`config.mk`:
```
export PLATFORM = sky130hd
export DESIGN_NAME = seven_seg_display_driver
export DESIGN_NICKNAME = d
export VERILOG_FILES = /design/src/rtl/seven_seg_display_driver.sv
export SDC_FILE = /design/constraint.sdc
export NUM_CORES = 1
export LEC_CHECK = 0
export CAP_MARGIN = 20
export CORE_MARGIN = 4
export CORE_UTILIZATION = 65
export CTS_BUF_LIST = sky130_fd_sc_hd__clkbuf_4 sky130_fd_sc_hd__clkbuf_8
export DETAILED_ROUTE_END_ITERATION = 7
export PLACE_DENSITY_LB_ADDON = 0.1
export SYNTH_ARGS = -nofsm -noshare
export SYNTH_HDL_FRONTEND = slang
export SYNTH_SLANG_ARGS = --single-unit
export TNS_END_PERCENT = 30
```
`constraint.sdc`:
```
create_clock -name clk -period 4.75 [get_ports clk]
set_input_delay 0.95 -clock clk [delete_from_list [all_inputs] [get_ports clk]]
set_output_delay 0.95 -clock clk [all_outputs]
set_load 0.05 [all_outputs]
```
`src/rtl/seven_seg_display_driver.sv`:
```
// Four-digit multiplexed seven-segment driver: hex nibbles or sequential double-dabble decimal.
// Optional macro LEADING_ZERO_BLANK_EN blanks leading decimal zeros.
module seven_seg_display_driver #(
    parameter int CLK_FREQ   = 100_000_000,
    parameter int REFRESH_HZ = 1000
) (
    input  logic        clk,
    input  logic        reset,
    input  logic [15:0] value,
    input  logic        display_is_hex,
    output logic [6:0]  seg,
    output logic        dp,
    output logic [3:0]  an,
    output logic        busy
);

    localparam int DIGIT_CYCLES = CLK_FREQ / (REFRESH_HZ * 4);
    localparam int DWELL_W      = (DIGIT_CYCLES > 1) ? $clog2(DIGIT_CYCLES) : 1;

    localparam logic [4:0] CODE_DASH  = 5'd16;
    localparam logic [4:0] CODE_BLANK = 5'd17;

    typedef enum logic [1:0] {
        IDLE,
        CONV,
        LOAD
    } state_t;

    state_t        r_state;
    state_t        w_nextState;

    logic [15:0]   r_snapValue;
    logic          r_snapMode;
    logic [19:0]   r_bcd;
    logic [15:0]   r_shift;
    logic [3:0]    r_step;
    logic [4:0]    r_digit [4];

    logic [DWELL_W-1:0] r_dwell;
    logic [1:0]    r_scanIdx;

    logic          w_changed;
    logic          w_capture;
    logic          w_load;
    logic [15:0]   w_bcdAdj;
    logic [4:0]    w_loadDigit [4];

    function automatic logic [6:0] glyph(input logic [4:0] code);
        case (code)
            5'd0:    glyph = 7'h40;
            5'd1:    glyph = 7'h79;
            5'd2:    glyph = 7'h24;
            5'd3:    glyph = 7'h30;
            5'd4:    glyph = 7'h19;
            5'd5:    glyph = 7'h12;
            5'd6:    glyph = 7'h02;
            5'd7:    glyph = 7'h78;
            5'd8:    glyph = 7'h00;
            5'd9:    glyph = 7'h10;
            5'd10:   glyph = 7'h08;
            5'd11:   glyph = 7'h03;
            5'd12:   glyph = 7'h46;
            5'd13:   glyph = 7'h21;
            5'd14:   glyph = 7'h06;
            5'd15:   glyph = 7'h0E;
            5'd16:   glyph = 7'h3F;
            default: glyph = 7'h7F;
        endcase
    endfunction

    assign w_changed = (value != r_snapValue) || (display_is_hex != r_snapMode);

    always_ff @(posedge clk) begin
        if (reset) r_state <= IDLE;
        else       r_state <= w_nextState;
    end

    always_comb begin
        w_nextState = r_state;
        case (r_state)
            IDLE:    if (w_changed) w_nextState = display_is_hex ? LOAD : CONV;
            CONV:    if (r_step == 4'd15) w_nextState = LOAD;
            LOAD:    w_nextState = IDLE;
            default: w_nextState = IDLE;
        endcase
    end

    always_comb begin
        busy      = (r_state == CONV);
        w_capture = (r_state == IDLE) && w_changed;
        w_load    = (r_state == LOAD);
    end

    // The ten-thousands nibble is at most 3 before any shift, so it never needs the +3 correction.
    always_comb begin
        w_bcdAdj = r_bcd[15:0];
        for (int i = 0; i < 4; i++) begin
            if (r_bcd[4*i +: 4] >= 4'd5) w_bcdAdj[4*i +: 4] = r_bcd[4*i +: 4] + 4'd3;
        end
    end

    always_comb begin
        for (int i = 0; i < 4; i++) w_loadDigit[i] = 5'd0;
        if (r_snapMode) begin
            for (int i = 0; i < 4; i++) w_loadDigit[i] = {1'b0, r_snapValue[4*i +: 4]};
        end else if (r_bcd[19:16] != 4'd0) begin
            for (int i = 0; i < 4; i++) w_loadDigit[i] = CODE_DASH;
        end else begin
            for (int i = 0; i < 4; i++) w_loadDigit[i] = {1'b0, r_bcd[4*i +: 4]};
`ifdef LEADING_ZERO_BLANK_EN
            if (r_bcd[15:12] == 4'd0) w_loadDigit[3] = CODE_BLANK;
            if (r_bcd[15:8]  == 8'd0) w_loadDigit[2] = CODE_BLANK;
            if (r_bcd[15:4]  == 12'd0) w_loadDigit[1] = CODE_BLANK;
`endif
        end
    end

    always_ff @(posedge clk) begin
        if (reset) begin
            r_snapValue <= '0;
            r_snapMode  <= 1'b0;
            r_bcd       <= '0;
            r_shift     <= '0;
            r_step      <= '0;
            for (int i = 0; i < 4; i++) r_digit[i] <= 5'd0;
        end else begin
            if (w_capture) begin
                r_snapValue <= value;
                r_snapMode  <= display_is_hex;
                r_bcd       <= '0;
                r_shift     <= value;
                r_step      <= '0;
            end else if (busy) begin
                r_bcd   <= {r_bcd[18:16], w_bcdAdj, r_shift[15]};
                r_shift <= {r_shift[14:0], 1'b0};
                r_step  <= r_step + 4'd1;
            end
            if (w_load) begin
                for (int i = 0; i < 4; i++) r_digit[i] <= w_loadDigit[i];
            end
        end
    end

    // Outputs are registered from the scan index, so a swap shows one cycle after terminal count.
    always_ff @(posedge clk) begin
        if (reset) begin
            r_dwell   <= '0;
            r_scanIdx <= 2'd0;
            seg       <= 7'h7F;
            an        <= 4'b1111;
            dp        <= 1'b1;
        end else begin
            if (r_dwell == DWELL_W'(DIGIT_CYCLES - 1)) begin
                r_dwell   <= '0;
                r_scanIdx <= r_scanIdx + 2'd1;
            end else begin
                r_dwell <= r_dwell + 1'b1;
            end
            seg <= glyph(r_digit[r_scanIdx]);
            an  <= ~(4'b0001 << r_scanIdx);
            dp  <= ~((r_scanIdx == 2'd0) && r_snapMode);
        end
    end

endmodule

```
==> summary.md, run 1 <==
| Metric | Value |
|---|---|
| Status | `complete, no violations` |
| Total Nets Final | `610` |
| Per-instance average area after synthesis | `9.60 µm²` |
| Clock tree skew after final layout | `0.0133 ns` |
| Crit path buffers/inverters | `3` |
| Timing-limited maximum frequency | `0.268 GHz` |
| Wire length of the first global-routing pass | `19800 µm` |
| Total power | `0.00176 W` |
| Initial Utilization | `68.0%` |
| Top cells by area, synth | `dfxtp_1, edfxtp_1, ha_1` |
| Number of filler cells placed in the layout | `601` |
| Hpwl dp | `8550 µm` |
| Clock buffer depth | `2` |
| Xor/xnor cell area share of the yosys netlist | `6.89%` |
| Number of clock buffers inserted by TritonCTS | `9` |
| Die boundary width | `98.6 µm` |
| Routability congestion estimate | `0.888` |
| Cells along the critical path | `nand2b_1 > buf_4 > inv_2 > clkdlybuf4s50_1` |
| Clock slew at reported path FFs | `0.09 ns` |
| Synthesis-to-finish area growth | `9.49%` |
| Largest area contributor in the synthesized netlist | `dfxtp_1` |
| Core ar. | `7850 µm²` |
| Data arrival time of the critical path | `2.79 ns` |
| Remaining global-route overflow | `0` |
| Clock latency on the worst-skew pair | `0.38 ns` |
| Maximum capacitance violations | `0` |
| Top cell type's share of synthesized area | `33.7%` |
| Clock sinks | `107` |
| Crit-path leading delay family | `buffers and inverters` |
| GRT Total Usage | `25.2%` |
| Worst reg2reg setup slack | `2.36 ns` |
| Worst slew margin relative to its limit | `34.4%` |
| Setup slack of the critical path after layout | `1.01 ns` |
| Die Ht | `98.6 µm` |
| Reg2reg start | `r_state[1]` |
| Adder and majority cell fraction of the synthesized area | `4.45%` |
| Synth Cell Area | `5340 µm²` |
| Reg-to-reg endpoint | `r_bcd[12]` |
| CP Class | `reg2out` |
| Number of synthesized register bits | `107` |
| Clock tree from TritonCTS | `done` |
| Worst hold slack after final layout | `0.457 ns` |
| Most congested layer reported by global routing | `met2` |
| Period minus WS final | `3.74 ns` |
| Post-detailed-placement cell area | `5660 µm²` |
| Number of setup violations in the final report | `0` |
| Setup Slack @ Placement | `1.40 ns` |
| Global-route track usage on met2 | `39.7%` |
| Unrepaired setup endpoints after global routing | `false` |
| Post-synthesis sequential area ratio | `43.3%` |
| Share of layout cells above drive strength 1 | `14.0%` |
| Reg2reg path depth | `4` |
| Clock Root Buffer | `clkbuf_8` |
| Maximum number of pins on one net before global-route repair | `40` |
| Global-route met1 utilization | `34.6%` |
| Quantity of hold-fixing buffers added after cts | `0` |
| Number of buffers added on ports | `31` |
| Max stage delay on crit path | `0.91 ns` |
| H-Tree Depth | `3` |
| Endpoint with the worst hold slack | `r_dwell[0]` |
| Number of cells traversed by the worst hold path | `1` |
| Sum of negative setup slack | `0 ns` |
| Post-DR wirelength/cell | `17.6 µm` |
| Total DRC errors in the routed layout | `0` |
| Total count of max-transition violations in the final report | `0` |
| Type of the most critical hold path | `reg2reg` |
| Nature of the critical path endpoint | `primary output` |
| Multiplexer share of the synthesized area | `3.42%` |
| Tcrit/Tclk final | `78.6%` |
| Worst-path maximum fanout | `35` |
| HP Start | `r_dwell[0]` |
| Number of instances in the synthesized netlist | `556` |
| Static power due to leakage | `2.06 nW` |
| Routed via count divided by cell count | `6.19` |
| Measured slew at the worst slew-check pin | `0.985 ns` |
| Final hold violation count | `0` |
| Complex-gate fraction of the synthesized area | `19.2%` |
| Most used flip-flop cell after synthesis | `dfxtp_1` |
| Syn_nets | `594` |
| 1st-pass router iterations | `5` |
| Category of the worst setup path launch point | `register` |
| Detailed router's first-iteration violation count | `265` |
| Number of distinct library cells after synthesis | `51` |
| Synthesis Warnings | `0` |
| Share of synthesized registers carrying an async set or reset | `0%` |
| Die area | `9730 µm²` |
| Post-CTS Resized | `0` |
| Post-CTS setup repair buffer count | `0` |
| Number of nets still failing antenna checks after routing | `0` |
| Final antenna diode count | `0` |
| Number of enable flip-flop cells after synthesis | `17` |
| Total Routed Length | `11900 µm` |
| Finished Cell Area | `5850 µm²` |
| Via count of the first global-routing pass | `3931` |
| Worst VDD drop | `0.227 mV` |
| Rows | `32` |
| Grt met3 use | `6.16%` |
| Number of placed I/O pins | `32` |
| Basic-gate share of the synthesized area counting and, or, nand and nor cells | `18.2%` |
| Total via count in the routed design | `4204` |
| Main combinational cell family by area after synthesis | `compound AO/OA/AOI/OAI gates` |
| Required time of the critical path | `3.80 ns` |
| Power per standard cell area | `301 nW/µm²` |
| Number of antenna violations at the first check in global routing | `0` |
| Critical-path cell with the highest stage delay | `clkdlybuf4s50_1` |
==> state kept, by name, summed over array words and instances, names as in the netlist, named ones only <==
name and count:
seg 7, r_step 4, an 4, r_snapValue 16
r_snapMode 1, r_shift 16, dp 1, r_scanIdx 2
r_bcd 20, r_dwell 15, r_state 2, r_digit 17
==> how the worst max path moves through the flow <==
stage | startpoint | endpoint | slack (ns) | cells after the start
2_1_floorplan | reset | r_digit[0][0] | 2.31 | 3
3_3_place_gp | r_state[1] | busy | 1.44 | 4
3_5_place_dp | r_state[1] | busy | 1.40 | 4
4_1_cts | r_state[1] | busy | 0.99 | 4
5_1_grt | r_state[1] | busy | 0.81 | 4
6_report | r_state[1] | busy | 1.01 | 4
==> cells by family (layout without fill, tap and decap cells) <==
logic type,count (synthesis),count (layout)
and+or+nand+nor,192,192
AOI/OAI and AO/OA,130,130
DFF,107,107
buffers and inverters,53,74
xor gates and xnor gates,42,42
adders and majority gates,19,19
muxes,13,13
==> final cells by class <==
class | instances | area (µm²) | share of cell area, %
clock buffer | 9 | 124 | 2.12
inverter | 20 | 75.1 | 1.28
multi-input combinational | 396 | 2790 | 47.8
tap | 102 | 128 | 2.18
timing repair buffer | 38 | 362 | 6.19
clock inverter | 7 | 52.6 | 0.899
sequential | 107 | 2310 | 39.6
==> stage by stage <==
stage               std cells  utilization [%]
floorplan                 556                -
global placement          662             72.1
detailed placement        662             72.1
CTS                       678             74.3
global route              679             74.5
finish                    679             74.5
==> cells in the mapped netlist, types with 8 or more instances <==
cell type  count
o211ai_2       8
nor3_1        11
a22oi_1       30
nand3_1       18
ha_1          19
dfxtp_1       90
a211oi_2       8
edfxtp_1      17
nor2_1        56
o221ai_2      10
o21ai_0       19
buf_2          8
a21oi_1       24
clkbuf_1      17
inv_1         18
xnor2_1       16
xor2_1        26
nand2_1       59
o211ai_1       9
nor3_2        16
==> per-layer routing <==
layer	share of wire (%)	vias up
met2	47	126
met4	2.2	0
met5	0	-
met3	5.9	26
met1	45	2039
li1	-	2013
==> power breakdown <==
part	switching (W)	internal, W	total [W]
clock	0.000312	0.000195	0.000506
sequential	0.0000358	0.000963	0.000998
combinational	0.000168	0.0000887	0.000257
total	0.000515	0.00125	0.00176
==> worst register-to-register path: stages (launching register included) <==
cell and delay, ns:
dfxtp_1 0.57, or2_2 0.51, a21oi_4 0.76, buf_4 0.35
nor3_2 0.06
==> cell usage in the layout, fill, tap and decap left out, types with 17 or more instances in the layout <==
cell type	netlist	final
clkdlybuf4s50_1	0	30
a22oi_1	30	30
a21oi_1	24	24
dfxtp_1	90	90
edfxtp_1	17	17
ha_1	19	19
o21ai_0	19	19
nor2_1	56	56
nand3_1	18	18
nand2_1	59	59
xor2_1	26	26
nor3_2	16	17
inv_1	18	18
No activity file was read; power rests on OpenSTA's default activity.
==> run 2: changes to the inputs <==
--- a/config.mk
+++ b/config.mk
@@ -7,7 +7,7 @@
 export LEC_CHECK = 0
 export CAP_MARGIN = 20
 export CORE_MARGIN = 4
-export CORE_UTILIZATION = 65
+export CORE_UTILIZATION = 56
 export CTS_BUF_LIST = sky130_fd_sc_hd__clkbuf_4 sky130_fd_sc_hd__clkbuf_8
 export DETAILED_ROUTE_END_ITERATION = 7
 export PLACE_DENSITY_LB_ADDON = 0.1
==> constraint.sdc (replaced) <==
create_clock -name clk -period 3.2 [get_ports clk]
set_input_delay 0.64 -clock clk [delete_from_list [all_inputs] [get_ports clk]]
set_output_delay 0.64 -clock clk [all_outputs]
set_load 0.05 [all_outputs]
==> run 2 against run 1 <==
  * Hold slack got worse by 0.017 ns
  * Sequential power up 49%
  * Cell area is 1.2% higher
  * Global-route usage is 4.2 points lower
  * Routed wire length decreased by 3.2%
  * Via count down 3.1%
  * Largest power group unchanged
  * Count of clock-buffer cells in the layout up 4
  * Die area is 15% higher
  * Critical path depth is 1 lower
  * Largest cell class unchanged
  * Sequential cell count stayed put
  * Core utilization fell by 10 points
  * Clock power increased by 72%
==> summary.md, run 2 (synthesis gave the netlist of run 1 again) <==
| Metric | Value |
|---|---|
| Status | `complete, no violations` |
| Data arrival time of the critical path | `2.11 ns (-0.68 ns)` |
| Worst-path maximum fanout | `35 (unchanged)` |
| Type of the most critical hold path | `reg2reg` |
| CP Class | `reg2out` |
| Die area | `11200 µm² (+15%)` |
| Clock Root Buffer | `clkbuf_8` |
| Unrepaired setup endpoints after global routing | `false` |
| Remaining global-route overflow | `0 (unchanged)` |
| Final antenna diode count | `0 (unchanged)` |
| Commonest non-fill, non-tap cell in the layout | `dfxtp_1` |
| H-Tree Depth | `3 (unchanged)` |
| 1st-pass router iterations | `4 (-1)` |
| Routed via count divided by cell count | `5.76 (-7.0%)` |
| Clock tree from TritonCTS | `done` |
| Share of layout cells above drive strength 1 | `14.7% (+0.67 points)` |
| Total Routed Length | `11600 µm (-3.2%)` |
| Number of placed I/O pins | `32 (unchanged)` |
| Power per standard cell area | `462 nW/µm² (+53%)` |
| Number of antenna violations at the first check in global routing | `0 (unchanged)` |
| Cells along the critical path | `nand2b_1 > inv_2 > buf_4` |
| Total DRC errors in the routed layout | `0 (unchanged)` |
| Nature of the critical path endpoint | `primary output` |
| Number of setup violations in the final report | `0 (unchanged)` |
| Post-CTS Resized | `0 (unchanged)` |
| Total count of max-transition violations in the final report | `0 (unchanged)` |
| Leading registers by flop count | `r_bcd x20, r_digit x17` |
| Max stage delay on crit path | `0.61 ns (-0.30 ns)` |
| Total via count in the routed design | `4073 (-3.1%)` |
| Clock tree skew after final layout | `0.0105 ns (-0.00278 ns)` |
| Clock slew at reported path FFs | `0.10 ns (about the same)` |
| Post-CTS setup repair buffer count | `0 (unchanged)` |
| Crit-path leading delay family | `buffers and inverters` |
| Final hold violation count | `0 (unchanged)` |
| Number of filler cells placed in the layout | `744 (+24%)` |
| Period minus WS final | `2.75 ns` |
| Timing-limited maximum frequency | `0.363 GHz` |
| Rows | `35 (+9.4%)` |
| Clock sinks | `107 (unchanged)` |
| Maximum number of pins on one net before global-route repair | `44 (+10%)` |
| Required time of the critical path | `2.56 ns (-1.24 ns)` |
| Clock buffer depth | `2 (unchanged)` |
| Critical-path cell with the highest stage delay | `dfxtp_1` |
| Tcrit/Tclk final | `86.0%` |
| Category of the worst setup path launch point | `register` |
| Most frequent cells in the layout | `dfxtp_1, nand2_1, nor2_1` |
| Via count of the first global-routing pass | `3855 (-1.9%)` |
| Reg-to-reg endpoint | `r_bcd[17]` |
| Number of placed instances with taps included | `691 (+4.4%)` |
| Number of clock buffers inserted by TritonCTS | `9 (unchanged)` |
| HP Start | `r_dwell[0]` |
| Largest register FFs | `20 (unchanged)` |
| Hpwl dp | `8120 µm (-5.0%)` |
| Core ar. | `9240 µm² (+18%)` |
| Number of cells traversed by the worst hold path | `1 (unchanged)` |
| Quantity of hold-fixing buffers added after cts | `0 (unchanged)` |
| Reg2reg path depth | `4 (unchanged)` |
| Worst slew margin relative to its limit | `27.1% (-7.3 points)` |
| Number of buffers added on ports | `31 (unchanged)` |
| Die boundary width | `106 µm (+7.1%)` |
| Wire length of the first global-routing pass | `19000 µm (-4.1%)` |
| Endpoint with the worst hold slack | `r_dwell[0]` |
| Worst VDD drop | `0.400 mV (+77%)` |
| Maximum capacitance violations | `0 (unchanged)` |
| Initial Utilization | `57.8% (-10 points)` |
| Biggest register | `r_bcd` |
| Measured slew at the worst slew-check pin | `1.09 ns (+0.103 ns)` |
| Reg2reg start | `r_state[1]` |
| Synthesis-to-finish area growth | `10.8%` |
| Sum of negative setup slack | `0 ns (unchanged)` |
| Worst reg2reg setup slack | `0.83 ns (-1.53 ns)` |
| Die Ht | `106 µm (+7.1%)` |
| Non-filler instance count after layout | `707 (+4.1%)` |
| Detailed router's first-iteration violation count | `217 (-18%)` |
| Static power due to leakage | `2.09 nW (+1.4%)` |
| Number of nets still failing antenna checks after routing | `0 (unchanged)` |
| Routability congestion estimate | `0.882 (-0.62%)` |
| Crit path buffers/inverters | `2 (-1)` |
| GRT Total Usage | `21.0% (-4.2 points)` |
| Post-DR wirelength/cell | `16.4 µm (-7.0%)` |
| Total Nets Final | `611 (+0.16%)` |
| Clock latency on the worst-skew pair | `0.37 ns (about the same)` |
## run 2: cell types whose count changed in the layout (fill, tap and decap cells not counted), moves of 2 or more
| cell | previous run | this run |
|---|---|---|
| buf_4 | 6 | 9 |
| clkinv_1 | 2 | 0 |
| clkbuf_8 | 9 | 11 |
| clkbuf_4 | 0 | 2 |
## run 2: how the worst max path moves through the flow
stage                from       endpoint  slack [ns]  cells past startpoint
2_1_floorplan       reset  r_digit[0][0]        1.07                      3
3_3_place_gp    value[10]       r_bcd[5]        0.28                      7
3_5_place_dp    value[10]      r_bcd[17]        0.25                      7
4_1_cts        r_state[1]           busy        0.48                      3
5_1_grt        r_state[1]           busy        0.34                      3
6_report       r_state[1]           busy        0.45                      3
## run 2: power by group
group          internal, W  total, W  switching [W]
sequential         0.00143   0.00149      0.0000580
combinational     0.000130  0.000373       0.000244
clock             0.000425  0.000870       0.000445
## run 2: cell type report
class | instances | area, µm² | share of cell area, %
flip-flops and latches | 107 | 2310 | 39.1
clock buffers | 13 | 166 | 2.81
well taps | 129 | 161 | 2.73
inverters | 20 | 75.1 | 1.27
repair buffers | 39 | 363 | 6.13
clock inverters | 3 | 45.0 | 0.761
multi-input cells | 396 | 2790 | 47.2
## run 2: stage by stage
step | total power, W | hold slack [ns] | instance area, µm² | setup slack [ns] | util [%]
global placement | 0.00188 | 0.426 | 5700 | 0.278 | 61.7
CTS | 0.00275 | 0.448 | 5920 | 0.480 | 64.0
global route | 0.00285 | 0.489 | 5920 | 0.337 | 64.0
finish | 0.00273 | 0.440 | 5920 | 0.447 | 64.0
detailed placement | 0.00189 | 0.432 | 5700 | 0.245 | 61.7
floorplan | 0.00177 | 0.413 | 5340 | 1.07 | -
## run 2: metal layers
layer | global-route usage (%) | wire (µm)
met4 | 5.18 | 197
met5 | 0 | 0
met3 | 4.84 | 456
met2 | 35.1 | 5640
met1 | 27.6 | 5270
